===== config.mk =====
export PLATFORM = sky130hd
export DESIGN_NAME = vga_frame_reader
export DESIGN_NICKNAME = d
export VERILOG_FILES = /design/src/rtl/vga_pkg.sv /design/src/rtl/vga_delay_line.sv /design/src/rtl/vga_frame_reader.sv
export SDC_FILE = /design/constraint.sdc
export NUM_CORES = 1
export LEC_CHECK = 0
export CAP_MARGIN = 20
export CORE_ASPECT_RATIO = 2
export CORE_MARGIN = 5
export CORE_UTILIZATION = 41
export CTS_CLUSTER_SIZE = 40
export DETAILED_ROUTE_END_ITERATION = 6
export GPL_ROUTABILITY_DRIVEN = 0
export PLACE_DENSITY = 0.81
export RECOVER_POWER = 100
export SLEW_MARGIN = 0
export SYNTH_ARGS = -nofsm -noshare
export SYNTH_HDL_FRONTEND = slang
export SYNTH_SLANG_ARGS = --single-unit

===== constraint.sdc =====
create_clock -name clk -period 3.01 [get_ports clk]
set_input_delay 0.7525 -clock clk [delete_from_list [all_inputs] [get_ports clk]]
set_output_delay 0.7525 -clock clk [all_outputs]
set_load 0.02 [all_outputs]

===== src/rtl/vga_pkg.sv =====
// Shared VGA geometry constants for the pixel pipeline.
package vga_pkg;
  localparam int H_PIXELS = 640;
  localparam int V_PIXELS = 480;
  localparam int H_TOTAL  = 800;
  localparam int V_TOTAL  = 525;
  localparam int RGB_W    = 8;
endpackage


===== src/rtl/vga_delay_line.sv =====
// Fixed-depth shift register used to align sync/blank/window flags with frame-memory data.
module vga_delay_line #(
  parameter int               WIDTH     = 1,
  parameter int               DEPTH     = 1,
  parameter logic [WIDTH-1:0] RESET_VAL = {WIDTH{1'b0}}
) (
  input  logic             clk,
  input  logic             reset,
  input  logic [WIDTH-1:0] i_d,
  output logic [WIDTH-1:0] o_q
);
  logic [WIDTH-1:0] r_pipe [DEPTH];

  // Shift stage by stage; reset flushes every stage to the idle pattern.
  always_ff @(posedge clk) begin
    if (!reset) begin
      for (int i = 0; i < DEPTH; i++) r_pipe[i] <= RESET_VAL;
    end else begin
      r_pipe[0] <= i_d;
      for (int i = 1; i < DEPTH; i++) r_pipe[i] <= r_pipe[i-1];
    end
  end

  assign o_q = r_pipe[DEPTH-1];
endmodule


===== src/rtl/vga_frame_reader.sv =====
// Double-buffered grayscale frame reader: upscaled, centred image with delay-matched syncs.
// Optional VGA_READER_BORDER_EN draws a white 1-pixel ring around the image window.
module vga_frame_reader
  import vga_pkg::*;
#(
  parameter int          IMG_W      = 160,
  parameter int          IMG_H      = 120,
  parameter int          SCALE_LOG2 = 1,
  parameter int          MEM_LAT    = 2,
  parameter int          ADDR_W     = 16,
  parameter logic [23:0] BG_COLOR   = 24'h000040
) (
  input  logic              clk,
  input  logic              reset,
  input  logic [9:0]        x_vga,
  input  logic [9:0]        y_vga,
  input  logic              hsync_in,
  input  logic              vsync_in,
  input  logic              flow_enabled,
  output logic              mem_rd_en,
  output logic [ADDR_W-1:0] mem_addr,
  input  logic [7:0]        mem_rdata,
  input  logic              swap_req,
  output logic              swap_ack,
  output logic              front_buf,
  output logic [RGB_W-1:0]  vga_r,
  output logic [RGB_W-1:0]  vga_g,
  output logic [RGB_W-1:0]  vga_b,
  output logic              vga_hsync,
  output logic              vga_vsync,
  output logic              vga_blank_n
);
  localparam int WIN_W = IMG_W << SCALE_LOG2;
  localparam int WIN_H = IMG_H << SCALE_LOG2;
  localparam int X0    = (H_PIXELS - WIN_W) / 2;
  localparam int Y0    = (V_PIXELS - WIN_H) / 2;
  localparam logic [9:0] X0_V     = 10'(X0);
  localparam logic [9:0] X1_V     = 10'(X0 + WIN_W);
  localparam logic [9:0] Y0_V     = 10'(Y0);
  localparam logic [9:0] Y1_V     = 10'(Y0 + WIN_H);
  localparam logic [9:0] X_LAST   = 10'(H_PIXELS - 1);
  localparam logic [9:0] Y_VBLANK = 10'(V_PIXELS);
  localparam logic [9:0] SUB_MASK = 10'((1 << SCALE_LOG2) - 1);
  localparam logic [ADDR_W-1:0] ROW_STEP  = ADDR_W'(IMG_W);
  localparam logic [ADDR_W-1:0] BUF1_BASE = ADDR_W'(IMG_W * IMG_H);
  localparam int DL_DEPTH = MEM_LAT + 1;

  logic              w_in_x, w_in_y, w_in_win, w_last_sub;
  logic              w_frame_start, w_line_end, w_swap_now;
  logic [9:0]        w_dx, w_dy;
  logic [ADDR_W-1:0] w_col, w_buf_base;
  logic [ADDR_W-1:0] r_row_base, r_mem_addr;
  logic              r_mem_rd_en, r_front, r_pending, r_ack;
  logic [3:0]        w_dl_out;
  logic              w_d_hs, w_d_vs, w_d_blank_n, w_d_in_win, w_d_border;
  logic [23:0]       w_pix, r_pix;
  logic              r_hs, r_vs, r_blank_n;

  assign w_in_x        = (x_vga >= X0_V) && (x_vga < X1_V);
  assign w_in_y        = (y_vga >= Y0_V) && (y_vga < Y1_V);
  assign w_in_win      = w_in_x && w_in_y && flow_enabled;
  assign w_dx          = x_vga - X0_V;
  assign w_dy          = y_vga - Y0_V;
  assign w_col         = ADDR_W'(w_dx >> SCALE_LOG2);
  assign w_last_sub    = (w_dy & SUB_MASK) == SUB_MASK;
  assign w_frame_start = (x_vga == 10'd0) && (y_vga == 10'd0);
  assign w_line_end    = (x_vga == X_LAST);
  assign w_swap_now    = (x_vga == 10'd0) && (y_vga == Y_VBLANK) && (r_pending || swap_req);
  assign w_buf_base    = r_front ? BUF1_BASE : {ADDR_W{1'b0}};

  // Row base steps once per image row (after the last replicated scan line), no multiplier.
  always_ff @(posedge clk) begin
    if (!reset) begin
      r_row_base  <= {ADDR_W{1'b0}};
      r_mem_addr  <= {ADDR_W{1'b0}};
      r_mem_rd_en <= 1'b0;
    end else begin
      if (w_frame_start) r_row_base <= {ADDR_W{1'b0}};
      else if (w_line_end && w_in_y && w_last_sub) r_row_base <= r_row_base + ROW_STEP;
      r_mem_addr  <= w_buf_base + r_row_base + w_col;
      r_mem_rd_en <= w_in_win;
    end
  end

  // Buffer swap only at vertical-blank start; requests merge while pending.
  always_ff @(posedge clk) begin
    if (!reset) begin
      r_front   <= 1'b0;
      r_pending <= 1'b0;
      r_ack     <= 1'b0;
    end else begin
      r_ack <= w_swap_now;
      if (w_swap_now) begin
        r_front   <= ~r_front;
        r_pending <= 1'b0;
      end else if (swap_req) begin
        r_pending <= 1'b1;
      end
    end
  end

  vga_delay_line #(.WIDTH(4), .DEPTH(DL_DEPTH), .RESET_VAL(4'b1100)) u_dl (
    .clk   (clk),
    .reset (reset),
    .i_d   ({hsync_in, vsync_in, flow_enabled, w_in_win}),
    .o_q   (w_dl_out)
  );
  assign {w_d_hs, w_d_vs, w_d_blank_n, w_d_in_win} = w_dl_out;

`ifdef VGA_READER_BORDER_EN
  logic w_ring_x, w_ring_y, w_border;
  assign w_ring_x = (x_vga >= X0_V - 10'd1) && (x_vga <= X1_V);
  assign w_ring_y = (y_vga >= Y0_V - 10'd1) && (y_vga <= Y1_V);
  assign w_border = w_ring_x && w_ring_y && !(w_in_x && w_in_y) && flow_enabled;
  vga_delay_line #(.WIDTH(1), .DEPTH(DL_DEPTH), .RESET_VAL(1'b0)) u_dl_border (
    .clk   (clk),
    .reset (reset),
    .i_d   (w_border),
    .o_q   (w_d_border)
  );
`else
  assign w_d_border = 1'b0;
`endif

  // Pixel colour selection at the point where memory data and delayed flags line up.
  always_comb begin
    w_pix = BG_COLOR;
    if (!w_d_blank_n)     w_pix = 24'h000000;
    else if (w_d_in_win)  w_pix = {3{mem_rdata}};
    else if (w_d_border)  w_pix = 24'hFFFFFF;
    else                  w_pix = BG_COLOR;
  end

  // Final output register; this stage completes the MEM_LAT+2 latency.
  always_ff @(posedge clk) begin
    if (!reset) begin
      r_pix     <= 24'h000000;
      r_hs      <= 1'b1;
      r_vs      <= 1'b1;
      r_blank_n <= 1'b0;
    end else begin
      r_pix     <= w_pix;
      r_hs      <= w_d_hs;
      r_vs      <= w_d_vs;
      r_blank_n <= w_d_blank_n;
    end
  end

  assign mem_rd_en   = r_mem_rd_en;
  assign mem_addr    = r_mem_addr;
  assign swap_ack    = r_ack;
  assign front_buf   = r_front;
  assign {vga_r, vga_g, vga_b} = r_pix;
  assign vga_hsync   = r_hs;
  assign vga_vsync   = r_vs;
  assign vga_blank_n = r_blank_n;
endmodule


==> results.py, run 1 <==
metrics = {
    "clocking": {
        "root_buffer": "clkbuf_16",
        "clockBufferDepth": 2,
        "clkLatencyLatePin_ns": 0.29,
        "htreeDepth": 2,
        "cts_hold_buf": 0,
        "clkTransAtPathRegs_ns": 0.07,
        "numCtsBuffers": 5,
        "clkSinkCount": 54,
        "cts_tree": "yes",
    },
    "synth": {
        "ys_types": 42,
        "syn_area_um2": 2396,
        "syn_area_per_cell_um2": 9.860,
        "ys_seq_area_share_pct": 45.12,
        "synth_top_cell_by_area": "dfxtp_1",
        "synth-async-reset-ratio_pct": 0,
        "post_synth_inst_count": 243,
        "synth_edf_count": 0,
        "yosys_warnings": 0,
        "syn-num-nets": 294,
        "ys_ff_latch": 54,
        "yosys.area.top_type_share_pct": 45.12,
        "ys.flop_type": "dfxtp_1",
        "synthTopCellsByArea": "dfxtp_1 (45%), ha_1 (7.8%), xor2_1 (5.5%)",
    },
    "routing": {
        "wl_per_cell_um": 13.68,
        "post_drt_via_cell_ratio": 5.044,
        "routed_wl_um": 5323,
        "drc": 0,
        "firstDrtPassIters": 4,
        "drt_iter0_drc": 35,
        "route.vias.total": 1962,
        "final_antenna_net_count": 0,
    },
    "final_layout": {
        "final_area_um2": 3453,
        "num_antenna_cells": 0,
        "final_util_pct": 60.49,
        "stdcell_count": 389,
        "nFillCells": 464,
        "drive_gt1_share_pct": 10.98,
        "layout.nets": 378,
        "area_growth_syn_to_layout_pct": 44.13,
        "final_common_cell": "dfxtp_1",
        "layout_common_cells": "dfxtp_1 (54), dlygate4sd3_1 (48), clkdlybuf4s50_1 (26)",
    },
    "sta": {
        "layout_setup_ws_ns": 0.1988,
        "period_share_pct": 93.39,
        "hold_violations": 0,
        "final_max_slew_viol_count": 0,
        "finalHoldWorstSlack_ns": 0.4085,
        "slew_headroom_pct": 71.10,
        "worstMarginPinSlew_ns": 0.4334,
        "rsz0062_at_grt": "no",
        "tns_ns": 0,
        "fmax_mhz": 355.7,
        "period_needed_ns": 2.811,
        "skew_ns": 0.005672,
        "final-setup-viol-count": 0,
    },
    "die": {
        "num_rows": 39,
        "initial_core_util_pct": 41.97,
        "core_area_um2": 5709,
        "die_area_um2": 7566,
        "pin_count": 80,
        "die_h_um": 118.1,
        "chipWidth_um": 64.06,
    },
    "worst_hold_path": {
        "hold_class": "reg -> reg",
        "hold_start": "u_dl.r_pipe[0][7]$_SDFF_PN1_",
        "hold-path-endpoint": "u_dl.r_pipe[0][11]$_SDFF_PN1_",
        "hold_depth": 1,
    },
    "critical_path": {
        "cp_slowest_cell": "fa_1",
        "path_max_fanout": 3,
        "cp_cell_sequence": "clkbuf_1, inv_2, ha_4, inv_2, a21oi_2, xor2_1, fa_1, ha_4, nor2b_4, o31a_1, o311ai_2, xor2_1, nor2_1",
        "critPathCaptureType": "register",
        "crit_family": "adder cells",
        "startpoint_type": "input pin",
        "crit_required_ns": 3.20,
        "crit_cells": 13,
        "cp_slowest_stage_delay_ns": 0.48,
        "critPathBufInv": 3,
        "r2r_setup_slack_ns": 0.79,
        "rr_endpoint": "mem_addr[14]$_SDFF_PN0_",
        "r2r_cells": 7,
        "critPathKind": "in -> reg",
        "cp.arrival_ns": 3.00,
        "rr_startpoint": "front_buf$_SDFFE_PN0P_",
    },
    "global_routing": {
        "grt_max_degree": 19,
        "grt_usage_pct": 14.61,
        "antenna_found_initial": 0,
        "grt_first_pass_wirelength_um": 8935,
        "grt_pass1_vias": 2000,
        "overflow": 0,
    },
    "placement": {
        "hpwl_um": 4235,
        "post-place-ws_ns": -0.5055,
        "post_dp_cell_area_um2": 3277,
        "port_buffers": 79,
        "placedCellCount": 380,
    },
    "power": {
        "vdd_drop_max_v": 0.0006119,
        "p_leak_nw": 1.541,
        "p_per_area_nw_per_um2": 444.8,
        "p_total_mw": 1.536,
    },
    "run": {
        "maxCapViolCount": 0,
    },
    "outcome": {
        "status": "finished clean",
    },
}
[Yosys cell counts, types with 4 or more instances]
cell type	instances
dfxtp_1	54
nor2_1	23
and2_1	20
buf_4	16
ha_1	15
xor2_1	15
inv_1	9
nand2b_1	9
nand4_1	8
o21ai_0	6
a21oi_1	5
nand2_1	5
nor3_1	5
and3_1	4
xnor2_1	4
[flip-flops by register name, indices dropped and copies added (netlist names)]
register / flops
mem_addr: 16
vga_vsync: 1
r_pix: 9
r_row_base: 11
vga_hsync: 1
r_pending: 1
vga_blank_n: 1
u_dl.r_pipe: 12
swap_ack: 1
front_buf: 1
[kinds of logic (layout without fill, tap and decap cells)]
logic type	after synthesis	in the layout	synth area share, %
AND/OR/NAND/NOR	94	94	22.61
flip-flops	54	54	45.12
buffers and inverters	30	115	7.311
AO/OA/AOI/OAI	29	29	8.512
XOR/XNOR	19	19	6.945
adder cells (fa/ha/maj)	17	17	9.504
[where the power goes]
part	internal, mW	leakage, nW	switching, mW
combinational	0.0812	1.02	0.0659
clock	0.397	0.0844	0.260
sequential	0.729	0.440	0.00301
total	1.21	1.54	0.329
[per-layer routing]
metal	vias up	global-route usage (%)	share of wire (%)	routed length, µm
met2	67	27.77	56	2963
met5	-	0	0	0
met1	906	13.39	34	1824
met4	0	7.412	2.9	156
li1	982	-	-	-
met3	7	3.916	7.1	380
[how the worst max path moves through the flow]
stage	from	to
detailed placement	x_vga[6]	mem_addr[15]$_SDFF_PN0_
floorplan	x_vga[6]	mem_addr[14]$_SDFF_PN0_
global placement	x_vga[6]	mem_addr[14]$_SDFF_PN0_
CTS	x_vga[6]	mem_addr[14]$_SDFF_PN0_
global route	x_vga[6]	mem_addr[14]$_SDFF_PN0_
finish	x_vga[6]	mem_addr[14]$_SDFF_PN0_
[timing repair]
action	CTS	global route
setup endpoints to repair	5	2
setup buffers	1	0
pin swaps	9	5
gates resized for setup	20	0
[area by class of cell]
type | count | area (µm²) | share of cell area [%]
clock inverter | 3 | 47.55 | 1.377
multi-input combinational | 159 | 1175 | 34.02
inverter | 9 | 33.78 | 0.9783
tap | 61 | 76.32 | 2.210
clock buffer | 5 | 125.1 | 3.623
timing repair buffer | 98 | 914.6 | 26.49
sequential | 54 | 1081 | 31.30
Note: power is estimated with default switching activity, not from simulation.
==> run 2: changes to the inputs <==
--- a/config.mk
+++ b/config.mk
@@ -6,7 +6,7 @@
 export NUM_CORES = 1
 export LEC_CHECK = 0
 export CAP_MARGIN = 20
-export CORE_ASPECT_RATIO = 2
+export CORE_ASPECT_RATIO = 0.75
 export CORE_MARGIN = 5
 export CORE_UTILIZATION = 41
 export CTS_CLUSTER_SIZE = 40
==> results.py, run 2 (synthesis results as in run 1) <==
metrics = {
    "placement": {
        "hpwl_um": 4372,
        "post-place-ws_ns": -0.5618,
        "port_buffers": 79,
        "placedCellCount": 396,
    },
    "clocking": {
        "clkSinkCount": 54,
        "clockBufferDepth": 2,
        "cts_hold_buf": 0,
        "root_buffer": "clkbuf_8",
        "numCtsBuffers": 5,
        "cts_tree": "yes",
        "clkTransAtPathRegs_ns": 0.09,
        "clkLatencyLatePin_ns": 0.30,
        "htreeDepth": 2,
    },
    "final_layout": {
        "final_common_cell": "dfxtp_1",
        "largest_register_ffs": 16,
        "stdcell_count": 405,
        "layout.nets": 377,
        "drive_gt1_share_pct": 10.40,
        "area_growth_syn_to_layout_pct": 43.34,
        "layout_common_cells": "dfxtp_1 (54), dlygate4sd3_1 (48), clkdlybuf4s50_1 (26)",
        "num_antenna_cells": 0,
    },
    "sta": {
        "final-setup-viol-count": 0,
        "slew_headroom_pct": 65.25,
        "final_max_slew_viol_count": 0,
        "period_needed_ns": 2.911,
        "hold_violations": 0,
        "fmax_mhz": 343.5,
        "worstMarginPinSlew_ns": 0.5212,
        "finalHoldWorstSlack_ns": 0.4154,
        "period_share_pct": 96.73,
        "rsz0062_at_grt": "no",
        "skew_ns": 0.003578,
        "layout_setup_ws_ns": 0.09856,
    },
    "power": {
        "p_leak_nw": 1.525,
        "pwr-share-seq_pct": 50.1,
        "internal_power_mw": 1.164,
        "clkPwrFrac_pct": 39.6,
        "swShare_pct": 20.24,
        "p_switching_mw": 0.2955,
        "p_comb_share_pct": 10.3,
        "p_per_area_nw_per_um2": 425.0,
        "p_total_mw": 1.460,
        "vdd_drop_max_v": 0.0002002,
    },
    "outcome": {
        "status": "finished clean",
    },
    "critical_path": {
        "crit_required_ns": 3.21,
        "startpoint_type": "input pin",
        "path_max_fanout": 3,
        "critPathCaptureType": "register",
        "critPathKind": "in -> reg",
        "cp.arrival_ns": 3.11,
    },
    "die": {
        "die_area_um2": 7489,
        "num_rows": 24,
        "die_h_um": 76.21,
        "core_area_um2": 5736,
        "pin_count": 80,
        "chipWidth_um": 98.27,
        "initial_core_util_pct": 41.78,
    },
    "routing": {
        "wl_per_cell_um": 13.84,
        "post_drt_via_cell_ratio": 4.869,
        "firstDrtPassIters": 4,
        "final_antenna_net_count": 0,
        "routed_wl_um": 5606,
        "route.vias.total": 1972,
        "drc": 0,
        "drt_iter0_drc": 44,
    },
    "global_routing": {
        "grt_usage_pct": 14.95,
        "grt_max_degree": 17,
        "overflow": 0,
        "antenna_found_initial": 0,
        "grt_first_pass_wirelength_um": 9273,
        "grt_pass1_vias": 2052,
    },
    "worst_hold_path": {
        "hold_class": "reg -> reg",
    },
    "run": {
        "maxCapViolCount": 0,
    },
}
-- run 2: changes by cell type in the layout (fill, tap and decap cells not counted), sizes merged --
cell	previous run	this run
bufinv	1	2
buf	18	16
clkbuf	8	10
clkinv	1	0
inv	10	9
-- run 2: layout make-up --
cell class                 instances  area [µm²]
clock inverter                     2       60.06
sequential                        54        1081
inverter                           9       33.78
fill                             479        2301
tap                               78       97.59
timing repair buffer              97       904.6
multi-input combinational        159        1175
clock buffer                       6       82.58
-- run 2: worst max-delay path, stage by stage --
cell and delay [ns]:
clkbuf_2 0.11, inv_2 0.08, ha_4 0.13, inv_1 0.04, a21oi_2 0.12, xor2_1 0.20
fa_1 0.49, ha_4 0.27, nor2b_4 0.12, o31a_1 0.33, o311ai_2 0.24, xor2_1 0.17
nor2_1 0.06
-- run 2: per-stage QoR --
| stage | cell area [µm²] | util (%) | setup TNS (ns) |
|---|---|---|---|
| detailed placement | 3291 | 57.37 | -3.134 |
| global placement | 3291 | 57.37 | -2.317 |
| global route | 3435 | 59.88 | 0 |
| floorplan | 2416 | - | 0 |
| finish | 3435 | 59.88 | 0 |
| CTS | 3451 | 60.17 | 0 |
-- run 2: path summary, 6_finish.rpt --
path                                         to  slack (ns)                          from  depth (start not counted)
setup / recovery        mem_addr[14]$_SDFF_PN0_         0.1                      x_vga[6]                         13
hold / removal    u_dl.r_pipe[0][10]$_SDFF_PN1_        0.42  u_dl.r_pipe[0][6]$_SDFF_PN1_                          1
setup reg to reg        mem_addr[14]$_SDFF_PN0_        0.74        front_buf$_SDFFE_PN0P_                          7
hold reg to reg   u_dl.r_pipe[0][10]$_SDFF_PN1_        0.42  u_dl.r_pipe[0][6]$_SDFF_PN1_                          1
-- run 2: repair_timing --
item	in CTS	in global routing
gates resized for setup	19	1
setup endpoints to repair	6	2
setup buffers	1	0
pin swaps	9	4
gates cloned	0	0
-- run 2: routing by layer --
| layer | track usage (%) | routed length, µm | vias up |
|---|---|---|---|
| met4 | 5.048 | 93 | 0 |
| met1 | 17.43 | 2509 | 910 |
| met2 | 26.43 | 2642 | 68 |
| met3 | 4.026 | 361 | 12 |
| met5 | 0 | 0 | - |
| li1 | - | - | 982 |
-- run 2: power by group through the flow --
stage	clock [mW]	combinational [mW]	sequential [mW]
after floorplan	0	0.0464	0.760
after global placement	0	0.150	0.749
after detailed placement	0	0.153	0.749
after CTS	0.592	0.156	0.733
after global routing	0.622	0.163	0.734
final	0.578	0.150	0.732
==> run 3: changes to the inputs <==
--- a/config.mk
+++ b/config.mk
@@ -12,6 +12,7 @@
 export CTS_CLUSTER_SIZE = 40
 export DETAILED_ROUTE_END_ITERATION = 6
 export GPL_ROUTABILITY_DRIVEN = 0
+export GPL_TIMING_DRIVEN = 1
 export PLACE_DENSITY = 0.81
 export RECOVER_POWER = 100
 export SLEW_MARGIN = 0
==> results of run 3 <==
Final layout, timing and power as in run 2 (identical DEF).
